==> config.mk <==
export PLATFORM = sky130hd
export DESIGN_NAME = usb_fifo_bus_arbiter
export DESIGN_NICKNAME = d
export VERILOG_FILES = /design/src/rtl/usb_fifo_bus_arbiter_pkg.sv /design/src/rtl/usb_fifo_bus_arbiter_rx_skid.sv /design/src/rtl/usb_fifo_bus_arbiter.sv
export SDC_FILE = /design/constraint.sdc
export NUM_CORES = 1
export LEC_CHECK = 0
export CAP_MARGIN = 5
export CORE_ASPECT_RATIO = 1.2
export CORE_UTILIZATION = 45
export CTS_BUF_LIST = sky130_fd_sc_hd__clkbuf_16
export CTS_CLUSTER_SIZE = 10
export DETAILED_ROUTE_END_ITERATION = 12
export PLACE_DENSITY = 0.8
export SYNTH_ARGS = -nofsm -noshare
export SYNTH_HDL_FRONTEND = slang
export SYNTH_HIERARCHICAL = 1
export SYNTH_SLANG_ARGS = --single-unit
==> constraint.sdc <==
create_clock -name clk -period 5.8 [get_ports clk]
set_clock_uncertainty 0.15 [all_clocks]
set_input_delay 1.74 -clock clk [delete_from_list [all_inputs] [get_ports clk]]
set_output_delay 1.74 -clock clk [all_outputs]
set_load 0.01 [all_outputs]
==> src/rtl/usb_fifo_bus_arbiter_pkg.sv <==
// usb_fifo_bus_arbiter_pkg: shared state encoding and bus constants for the USB FIFO arbiter
package usb_fifo_bus_arbiter_pkg;
    typedef enum logic [2:0] {
        ARB_IDLE,
        ARB_RX_OE,
        ARB_RX_READ,
        ARB_RX_END,
        ARB_TX_WRITE,
        ARB_TX_TURN
    } usb_arb_state_t;
    localparam logic [3:0] USB_BE_FULL = 4'hF;
endpackage

==> src/rtl/usb_fifo_bus_arbiter_rx_skid.sv <==
// usb_fifo_bus_arbiter_rx_skid: small FIFO absorbing RX words with an occupancy count
module usb_fifo_bus_arbiter_rx_skid #(
    parameter int DEPTH = 4,
    parameter int W = 36,
    localparam int CW = $clog2(DEPTH) + 1
) (
    input  logic          clk,
    input  logic          rst,
    input  logic          push,
    input  logic [W-1:0]  din,
    input  logic          pop,
    output logic [W-1:0]  dout,
    output logic          valid,
    output logic [CW-1:0] count
);
    localparam int AW = $clog2(DEPTH);
    localparam logic [CW-1:0] FULL = CW'(DEPTH);
    logic [W-1:0] mem [DEPTH];
    logic [AW-1:0] wptr, rptr;
    logic wr, rd;
    assign wr = push & (count != FULL);
    assign rd = pop & (count != '0);
    assign valid = count != '0;
    assign dout = mem[rptr];
    // Storage carries no reset; occupancy is defined by pointers and count alone
    always_ff @(posedge clk)
        if (wr) mem[wptr] <= din;
    // Pointer and occupancy bookkeeping; pointers wrap since DEPTH is a power of two
    always_ff @(posedge clk or posedge rst)
        if (rst) begin
            wptr <= '0;
            rptr <= '0;
            count <= '0;
        end else begin
            wptr <= wptr + AW'(wr);
            rptr <= rptr + AW'(rd);
            count <= count + CW'(wr) - CW'(rd);
        end
endmodule

==> src/rtl/usb_fifo_bus_arbiter.sv <==
// usb_fifo_bus_arbiter: time-shares the half-duplex FT601 bus between bounded RX and TX bursts
module usb_fifo_bus_arbiter
    import usb_fifo_bus_arbiter_pkg::*;
#(
    parameter int MAX_BURST = 16,
    parameter int RX_SKID_DEPTH = 4
) (
    input  logic        clk,
    input  logic        rst,
    input  logic [31:0] usb_data_i,
    output logic [31:0] usb_data_o,
    output logic        usb_data_oe,
    input  logic [3:0]  usb_be_i,
    output logic [3:0]  usb_be_o,
    input  logic        usb_rx_empty,
    input  logic        usb_tx_full,
    output logic        usb_rden_l,
    output logic        usb_outen_l,
    output logic        usb_wren_l,
    output logic [31:0] rx_data,
    output logic [3:0]  rx_be,
    output logic        rx_valid,
    input  logic        rx_ready,
    input  logic [31:0] tx_data,
    input  logic        tx_valid,
    output logic        tx_ready
);
    localparam int BW = $clog2(MAX_BURST + 1);
    localparam int CW = $clog2(RX_SKID_DEPTH) + 1;
    localparam logic [BW-1:0] BURST_MAX = BW'(MAX_BURST);
    localparam logic [BW-1:0] BURST_LAST = BW'(MAX_BURST - 1);
    localparam logic [CW-1:0] CNT_PEND = CW'(RX_SKID_DEPTH - 2);
    localparam logic [CW-1:0] CNT_STOP = CW'(RX_SKID_DEPTH - 1);
    usb_arb_state_t state;
    logic [BW-1:0] burst;
    logic last_rx;
    logic [31:0] oreg;
    logic oreg_v;
    logic [CW-1:0] skid_count, skid_count_next;
    logic push, pop, rx_pend, tx_pend, accept, load, rx_stop;
    assign push = ~usb_rden_l & ~usb_rx_empty;
    assign pop = rx_valid & rx_ready;
    assign skid_count_next = skid_count + CW'(push) - CW'(pop);
    assign rx_pend = ~usb_rx_empty & (skid_count <= CNT_PEND);
    assign tx_pend = tx_valid;
    assign accept = ~usb_wren_l & ~usb_tx_full;
    assign tx_ready = (state == ARB_TX_WRITE) & (burst < BURST_MAX) & (~oreg_v | accept);
    assign load = tx_ready & tx_valid;
    assign rx_stop = usb_rx_empty | (push & (burst == BURST_LAST)) | (skid_count_next >= CNT_STOP);
    assign usb_wren_l = ~oreg_v;
    assign usb_data_o = oreg;
    assign usb_be_o = usb_data_oe ? USB_BE_FULL : 4'h0;
    usb_fifo_bus_arbiter_rx_skid #(.DEPTH(RX_SKID_DEPTH), .W(36)) u_skid (
        .clk(clk),
        .rst(rst),
        .push(push),
        .din({usb_be_i, usb_data_i}),
        .pop(pop),
        .dout({rx_be, rx_data}),
        .valid(rx_valid),
        .count(skid_count)
    );
    // Bus tenure sequencer; strobes and drive enable change only on state transitions
    always_ff @(posedge clk or posedge rst)
        if (rst) begin
            state <= ARB_IDLE;
            burst <= '0;
            last_rx <= 1'b0;
            usb_rden_l <= 1'b1;
            usb_outen_l <= 1'b1;
            usb_data_oe <= 1'b0;
        end else begin
            case (state)
                ARB_IDLE: begin
                    burst <= '0;
                    if (rx_pend & (~tx_pend | ~last_rx)) begin
                        state <= ARB_RX_OE;
                        usb_outen_l <= 1'b0;
                    end else if (tx_pend) begin
                        state <= ARB_TX_WRITE;
                        usb_data_oe <= 1'b1;
                    end
                end
                ARB_RX_OE: begin
                    state <= ARB_RX_READ;
                    usb_rden_l <= 1'b0;
                end
                ARB_RX_READ: begin
                    if (push) burst <= burst + BW'(1);
                    if (rx_stop) begin
                        state <= ARB_RX_END;
                        usb_rden_l <= 1'b1;
                        usb_outen_l <= 1'b1;
                    end
                end
                ARB_RX_END: begin
                    state <= ARB_IDLE;
                    last_rx <= 1'b1;
                end
                ARB_TX_WRITE: begin
                    if (load) burst <= burst + BW'(1);
                    if (~oreg_v & (~tx_valid | (burst == BURST_MAX))) begin
                        state <= ARB_TX_TURN;
                        usb_data_oe <= 1'b0;
                    end
                end
                ARB_TX_TURN: begin
                    state <= ARB_IDLE;
                    last_rx <= 1'b0;
                end
                default: state <= ARB_IDLE;
            endcase
        end
    // Output word register; a held word repeats on the pins until the FT601 accepts it
    always_ff @(posedge clk or posedge rst)
        if (rst) begin
            oreg <= '0;
            oreg_v <= 1'b0;
        end else if (load) begin
            oreg <= tx_data;
            oreg_v <= 1'b1;
        end else if (accept) begin
            oreg_v <= 1'b0;
        end
endmodule

==> flow_metrics.py, run 1 <==
metrics = {
    "run_status": {
        "outcome": "completed",
    },
    "power_and_ir_drop": {
        "switchingPower_mw": 1.52,
        "p_sw_frac": 0.305,
        "seqPwrFrac": 0.420,
        "clockPowerShare": 0.221,
        "power_density_nw_per_um2": 496,
        "internal_power_mw": 3.47,
        "p_leak_nw": 3.61,
        "p_comb_frac": 0.359,
        "peakVddDrop_mv": 0.287,
    },
    "final_layout": {
        "diodes": 0,
        "synthToLayoutAreaGrowth_pct": 29.1,
        "nNetsFinal": 636,
        "fin_cells": 781,
        "layout-drive-gt1-share": 0.196,
    },
    "logic_synthesis": {
        "syn_area_sq_um": 7800,
        "synth_edf_count": 144,
        "async_flop_share": 0.265,
        "yosys_warnings": 6,
        "postSynthAreaPerCell_sq_um": 19.8,
        "synthCells": 393,
        "synth_nets": 477,
        "synth-seq-cells": 196,
        "synthDistinctLibCells": 53,
        "ys.flop_type": "edfxtp_1",
        "seq_area_frac_synth": 0.722,
    },
    "route": {
        "wirelength_um": 14500,
        "wire_per_inst_um": 18.6,
        "antenna_left": 0,
        "drt_pass1_iterations": 6,
        "drc": 0,
        "viasPerCell": 5.21,
        "vias": 4067,
        "first_iter_violations": 198,
    },
    "sta": {
        "fin_crit_ns": 5.06,
        "worst_slew_margin_rel": 0.355,
        "finalSetupViolCount": 0,
        "rsz0062_at_grt": "false",
        "post-route-period-util": 0.872,
        "fmax_mhz": 198,
        "hold_viol_final": 0,
        "worstMarginPinSlew_ns": 0.967,
        "setup_tns_ns": 0,
        "slew_violations": 0,
    },
    "floorplan": {
        "die_area_sq_um": 17900,
        "core_area_sq_um": 16900,
        "placementRows": 52,
        "io_pins": 152,
        "start_util": 0.461,
        "die_x_um": 122,
        "die_h_um": 146,
    },
    "global_route": {
        "grtUsageTotal": 0.172,
        "grt_antenna_before_repair": 1,
        "overflow": 0,
        "grt_pass1_wl_um": 22800,
        "grt_pass1_vias": 4507,
        "grt_max_degree": 46,
    },
    "place": {
        "hpwlAfterDp_um": 9620,
        "place_congestion": 0.810,
        "portBuffers": 151,
        "placed_cells": 749,
    },
    "clock_tree": {
        "cts-root-buf": "clkbuf_16",
        "cts_tree": "done",
        "cts_buffers": 17,
        "cts.sinks": 196,
        "cts_hold_buf": 0,
        "htreeDepth": 4,
        "clock_latency_ns": 0.43,
        "clk_pin_slew_ns": 0.07,
        "clock_path_buffers": 2,
        "post_cts_resized": 0,
        "post_cts_buffers": 0,
    },
    "setup_path": {
        "critPathCaptureType": "primary output",
        "slowest_stage": "clkdlybuf4s50_1",
        "required_ns": 3.91,
        "max_stage_delay_ns": 0.55,
        "crit_path_cell_trace": "clkdlybuf4s50_1 -> a21oi_1 -> and3_1 -> clkdlybuf4s50_1",
        "cp_common_cell": "clkdlybuf4s50_1",
        "criticalPathCategory": "input port to primary output",
        "crit_fanout": 2,
        "start_kind": "input port",
        "crit_arrival_ns": 3.17,
        "reg2reg_to": "usb_outen_l$_DFFE_PP1P_",
        "rrSetupSlack_ns": 2.66,
        "path_buf_inv": 2,
        "r2r_cells": 10,
        "critical_path.top_delay_family": "buffers and inverters",
        "r2r-start": "u_skid/count[1]$_DFF_PP0_",
    },
    "hold_path": {
        "min_path_type": "flop to flop",
        "holdPathEnd": "usb_data_o[5]$_DFFE_PP0P_",
        "hold_depth": 1,
        "min_from": "usb_data_o[5]$_DFFE_PP0P_",
    },
    "flow_run": {
        "max_cap_violations": 0,
    },
}
## synthesized netlist by cell type (all sizes together) (2+ instances only)
master,count,share of area
and3,3,0.0024
a21oi,9,0.0058
nand3,4,0.0026
o21ai,7,0.0045
nand2,11,0.0056
inv,16,0.0077
o41ai,2,0.0022
or3,3,0.0024
nand2b,2,0.0016
dfrtp,50,0.16
fa,2,0.0051
edfxtp,144,0.55
dfstp,2,0.0067
mux4,36,0.10
xor2,2,0.0022
a311oi,2,0.0030
nor3,2,0.0019
nor2,10,0.0058
ha,8,0.013
mux2,32,0.056
buf,19,0.022
xnor2,6,0.0067
## logic make-up after synthesis
family                     count (synthesis)  share of synthesized area
AOI/OAI and AO/OA                         27                     0.0231
xor gates and xnor gates                   8                    0.00898
adders and majority gates                 10                     0.0180
buffers and inverters                     35                     0.0297
DFF                                      196                      0.722
muxes                                     69                      0.161
and+or+nand+nor                           48                     0.0375
## worst reg2reg max path, stage by stage (launching register included)
cell and delay (ns):
dfrtp_1 0.47, or3_1 0.45, and2_1 0.27, ha_1 0.30, inv_1 0.04, ha_1 0.18
fa_1 0.48, a21oi_1 0.07, a311oi_1 0.42, nor2_1 0.07, nor3_1 0.18
## power by group through the flow
stage	sequential, mW	clock (mW)	combinational (mW)
final	2.10	1.10	1.79
after global routing	2.14	1.18	1.93
after detailed placement	2.13	0	1.81
after floorplan	2.03	0	1.09
after CTS	2.11	1.13	1.82
after global placement	2.11	0	1.77
## cell type report
| class | count | area, sq um |
|---|---|---|
| fill | 1223 | 6850 |
| sequential | 196 | 5630 |
| multi-input combinational | 162 | 1970 |
| clock buffer | 17 | 425 |
| tap | 216 | 270 |
| clock inverter | 15 | 141 |
| timing repair buffer | 159 | 1570 |
| inverter | 16 | 60.1 |
## registers in the layout, indices dropped and copies added (netlist names)
name,count
u_skid/mem,144
usb_data_o,32
burst,5
state,3
u_skid/count,3
u_skid/rptr,2
u_skid/wptr,2
last_rx,1
oreg_v,1
usb_data_oe,1
usb_outen_l,1
usb_rden_l,1
## routing by layer
layer / track usage / vias to the layer above / routed length (um)
met4: 0.0512 / 0 / 160
met5: 0 / - / 0
li1: - / 1864 / -
met1: 0.199 / 2042 / 5930
met2: 0.297 / 148 / 7390
met3: 0.0605 / 13 / 1060
## cells in the final DEF (no fill, tap or decap), types with 2 or more instances in the layout
master,n
mux2_2,3
ha_1,8
clkinv_4,3
inv_1,15
o21ai_0,6
xnor2_1,6
clkinv_1,3
a21oi_1,9
o41ai_1,2
nor2_1,9
mux2_1,9
clkinv_8,2
dfstp_2,2
clkdlybuf4s50_1,151
and3_1,3
clkinvlp_4,2
fa_1,2
mux2_4,20
xor2_1,2
dfrtp_2,2
inv_8,3
or3_1,3
dfrtp_1,48
nand2b_1,2
clkbuf_16,17
inv_6,3
edfxtp_1,144
nand2_1,10
nand3_1,4
buf_4,8
mux4_2,36
## how the worst max path moves through the flow
stage          cells past startpoint  slack (ns)                         end          from
4_1_cts                            4        0.73                    tx_ready   usb_tx_full
5_1_grt                            4        0.69                    tx_ready   usb_tx_full
2_1_floorplan                      3        0.81  u_skid/mem[2][0]$_DFFE_PP_  usb_rx_empty
6_report                           4        0.74                    tx_ready   usb_tx_full
3_3_place_gp                       4        0.78                    tx_ready   usb_tx_full
3_5_place_dp                       4        0.75                    tx_ready   usb_tx_full
## stage by stage
stage | utilization | hold slack, ns | total power, mW | setup slack [ns] | instance area (sq um)
final | 0.595 | 0.346 | 4.99 | 0.742 | 10100
after global routing | 0.595 | 0.373 | 5.26 | 0.685 | 10100
after CTS | 0.595 | 0.352 | 5.06 | 0.732 | 10100
after detailed placement | 0.562 | 0.333 | 3.93 | 0.748 | 9500
after global placement | 0.562 | 0.326 | 3.87 | 0.782 | 9500
after floorplan | - | 0.329 | 3.12 | 0.808 | 7810
No activity file was read; power rests on OpenSTA's default activity.
==> inputs of run 2 (changes only) <==
--- a/config.mk
+++ b/config.mk
@@ -11,6 +11,7 @@
 export CTS_BUF_LIST = sky130_fd_sc_hd__clkbuf_16
 export CTS_CLUSTER_SIZE = 10
 export DETAILED_ROUTE_END_ITERATION = 12
+export MAX_ROUTING_LAYER = met4
 export PLACE_DENSITY = 0.8
 export SYNTH_ARGS = -nofsm -noshare
 export SYNTH_HDL_FRONTEND = slang
==> constraint.sdc (replaced) <==
create_clock -name clk -period 5.8 [get_ports clk]
set_clock_uncertainty 0.15 [all_clocks]
set_input_delay 1.74 -clock clk [delete_from_list [all_inputs] [get_ports clk]]
set_output_delay 1.74 -clock clk [all_outputs]
set_load 0.05 [all_outputs]
==> flow_metrics.py, run 2 (synthesis results as in run 1) <==
metrics = {
    "final_layout": {
        "synthToLayoutAreaGrowth_pct": 29.9,
        "nNetsFinal": 634,
        "top_register": "u_skid/mem",
        "layout_commonest_cell": "clkdlybuf4s50_1",
        "fillers": 1241,
        "layout-drive-gt1-share": 0.197,
        "fin_cells": 779,
        "layout_common_cells": "151 x clkdlybuf4s50_1, 144 x edfxtp_1, 48 x dfrtp_1, 36 x mux4_2, 20 x mux2_4",
        "diodes": 0,
        "largest_register_ffs": 144,
    },
    "floorplan": {
        "io_pins": 152,
        "placementRows": 52,
        "start_util": 0.461,
        "die_h_um": 146,
        "die_area_sq_um": 17900,
        "die_x_um": 122,
        "core_area_sq_um": 16900,
    },
    "setup_path": {
        "rrSetupSlack_ns": 2.65,
        "slowest_stage": "clkdlybuf4s50_1",
        "max_stage_delay_ns": 0.81,
        "crit_arrival_ns": 3.41,
        "critical_path.top_delay_family": "buffers and inverters",
        "path_buf_inv": 2,
        "criticalPathCategory": "input port to primary output",
        "cp_common_cell": "clkdlybuf4s50_1",
        "crit_fanout": 2,
        "required_ns": 3.91,
        "start_kind": "input port",
        "crit_path_cell_trace": "clkdlybuf4s50_1 -> a21oi_1 -> and3_1 -> clkdlybuf4s50_1",
        "critPathCaptureType": "primary output",
    },
    "clock_tree": {
        "post_cts_resized": 0,
        "cts_buffers": 17,
        "post_cts_buffers": 0,
        "cts_tree": "done",
        "clock_latency_ns": 0.42,
        "cts-root-buf": "clkbuf_16",
        "cts.sinks": 196,
        "clock_path_buffers": 2,
        "clk_pin_slew_ns": 0.07,
        "htreeDepth": 4,
        "cts_hold_buf": 0,
    },
    "route": {
        "antenna_left": 0,
        "drc": 0,
        "wire_per_inst_um": 18.2,
        "first_iter_violations": 243,
        "vias": 4094,
        "drt_pass1_iterations": 4,
        "wirelength_um": 14200,
        "viasPerCell": 5.26,
    },
    "power_and_ir_drop": {
        "internal_power_mw": 3.57,
        "p_sw_frac": 0.404,
        "power_density_nw_per_um2": 591,
        "seqPwrFrac": 0.352,
        "peakVddDrop_mv": 0.440,
        "clockPowerShare": 0.198,
        "p_comb_frac": 0.450,
        "p_leak_nw": 3.63,
        "switchingPower_mw": 2.42,
    },
    "sta": {
        "hold_ws_ns": 0.348,
        "fmax_mhz": 189,
        "setup_tns_ns": 0,
        "fin_crit_ns": 5.30,
        "layout_setup_ws_ns": 0.505,
        "post-route-period-util": 0.913,
        "finalSetupViolCount": 0,
        "hold_viol_final": 0,
        "worst_slew_margin_rel": 0.333,
        "slew_violations": 0,
        "worstMarginPinSlew_ns": 1.00,
        "rsz0062_at_grt": "false",
    },
    "global_route": {
        "overflow": 0,
        "grtUsageTotal": 0.177,
        "grt_max_degree": 46,
        "grt_antenna_before_repair": 0,
        "grt_pass1_vias": 4533,
        "grt_pass1_wl_um": 22900,
    },
    "flow_run": {
        "max_cap_violations": 0,
    },
    "place": {
        "portBuffers": 151,
        "place_congestion": 0.821,
        "hpwlAfterDp_um": 9620,
        "pre_cts_slack_ns": 0.515,
        "placed_cells": 747,
    },
    "hold_path": {
        "min_path_type": "flop to flop",
    },
    "run_status": {
        "outcome": "completed",
    },
}
-- run 2: per-layer routing --
metal  up-vias  routed length [um]  GRT usage
met5         -                   0          -
met1      2049                5850      0.215
met4         0                 157     0.0500
li1       1854                   -          -
met2       177                7170      0.289
met3        14                1010     0.0473
-- run 2: per-stage QoR --
| step | cell area (sq um) | util | power (mW) |
|---|---|---|---|
| after floorplan | 7810 | - | 4.05 |
| after global placement | 9510 | 0.562 | 4.79 |
| after detailed placement | 9510 | 0.562 | 4.86 |
| after CTS | 10100 | 0.599 | 6.06 |
| after global routing | 10100 | 0.599 | 6.26 |
| final | 10100 | 0.599 | 5.99 |
-- run 2: path summary, 6_finish.rpt --
path,start,end,depth (start not counted)
worst max-delay path,usb_tx_full,tx_ready,4
worst min-delay path,usb_data_o[0]$_DFFE_PP0P_,usb_data_o[0]$_DFFE_PP0P_,1
worst max register to register,u_skid/count[1]$_DFF_PP0_,usb_outen_l$_DFFE_PP1P_,10
worst min register to register,usb_data_o[0]$_DFFE_PP0P_,usb_data_o[0]$_DFFE_PP0P_,1
max in group asynchronous,rst,usb_rden_l$_DFFE_PP1P_,3
min in group asynchronous,rst,u_skid/wptr[0]$_DFF_PP0_,2
-- run 2: power groups by stage --
stage / Clock, mW / Sequential (mW) / Combinational [mW]
final: 1.19 / 2.11 / 2.69
after detailed placement: 0 / 2.14 / 2.71
after floorplan: 0 / 2.41 / 1.64
after CTS: 1.22 / 2.12 / 2.72
after global routing: 1.27 / 2.16 / 2.83
after global placement: 0 / 2.12 / 2.67
-- run 2: worst reg2reg max path, stage by stage, from the launching register on --
cell	delay (ns)
dfrtp_1	0.46
or3_1	0.45
and2_1	0.26
ha_1	0.30
inv_1	0.04
ha_1	0.19
fa_1	0.49
a21oi_1	0.07
a311oi_1	0.42
nor2_1	0.07
nor3_1	0.18
-- run 2: area by class of cell --
| class | instances | area, sq um | share of cell area |
|---|---|---|---|
| Timing Repair Buffer | 157 | 1580 | 0.156 |
| Clock inverter | 15 | 193 | 0.0190 |
| Inverter | 16 | 60.1 | 0.00593 |
| Multi-Input combinational cell | 162 | 1970 | 0.195 |
| Tap cell | 216 | 270 | 0.0267 |
| Clock buffer | 17 | 425 | 0.0420 |
| Sequential cell | 196 | 5630 | 0.556 |
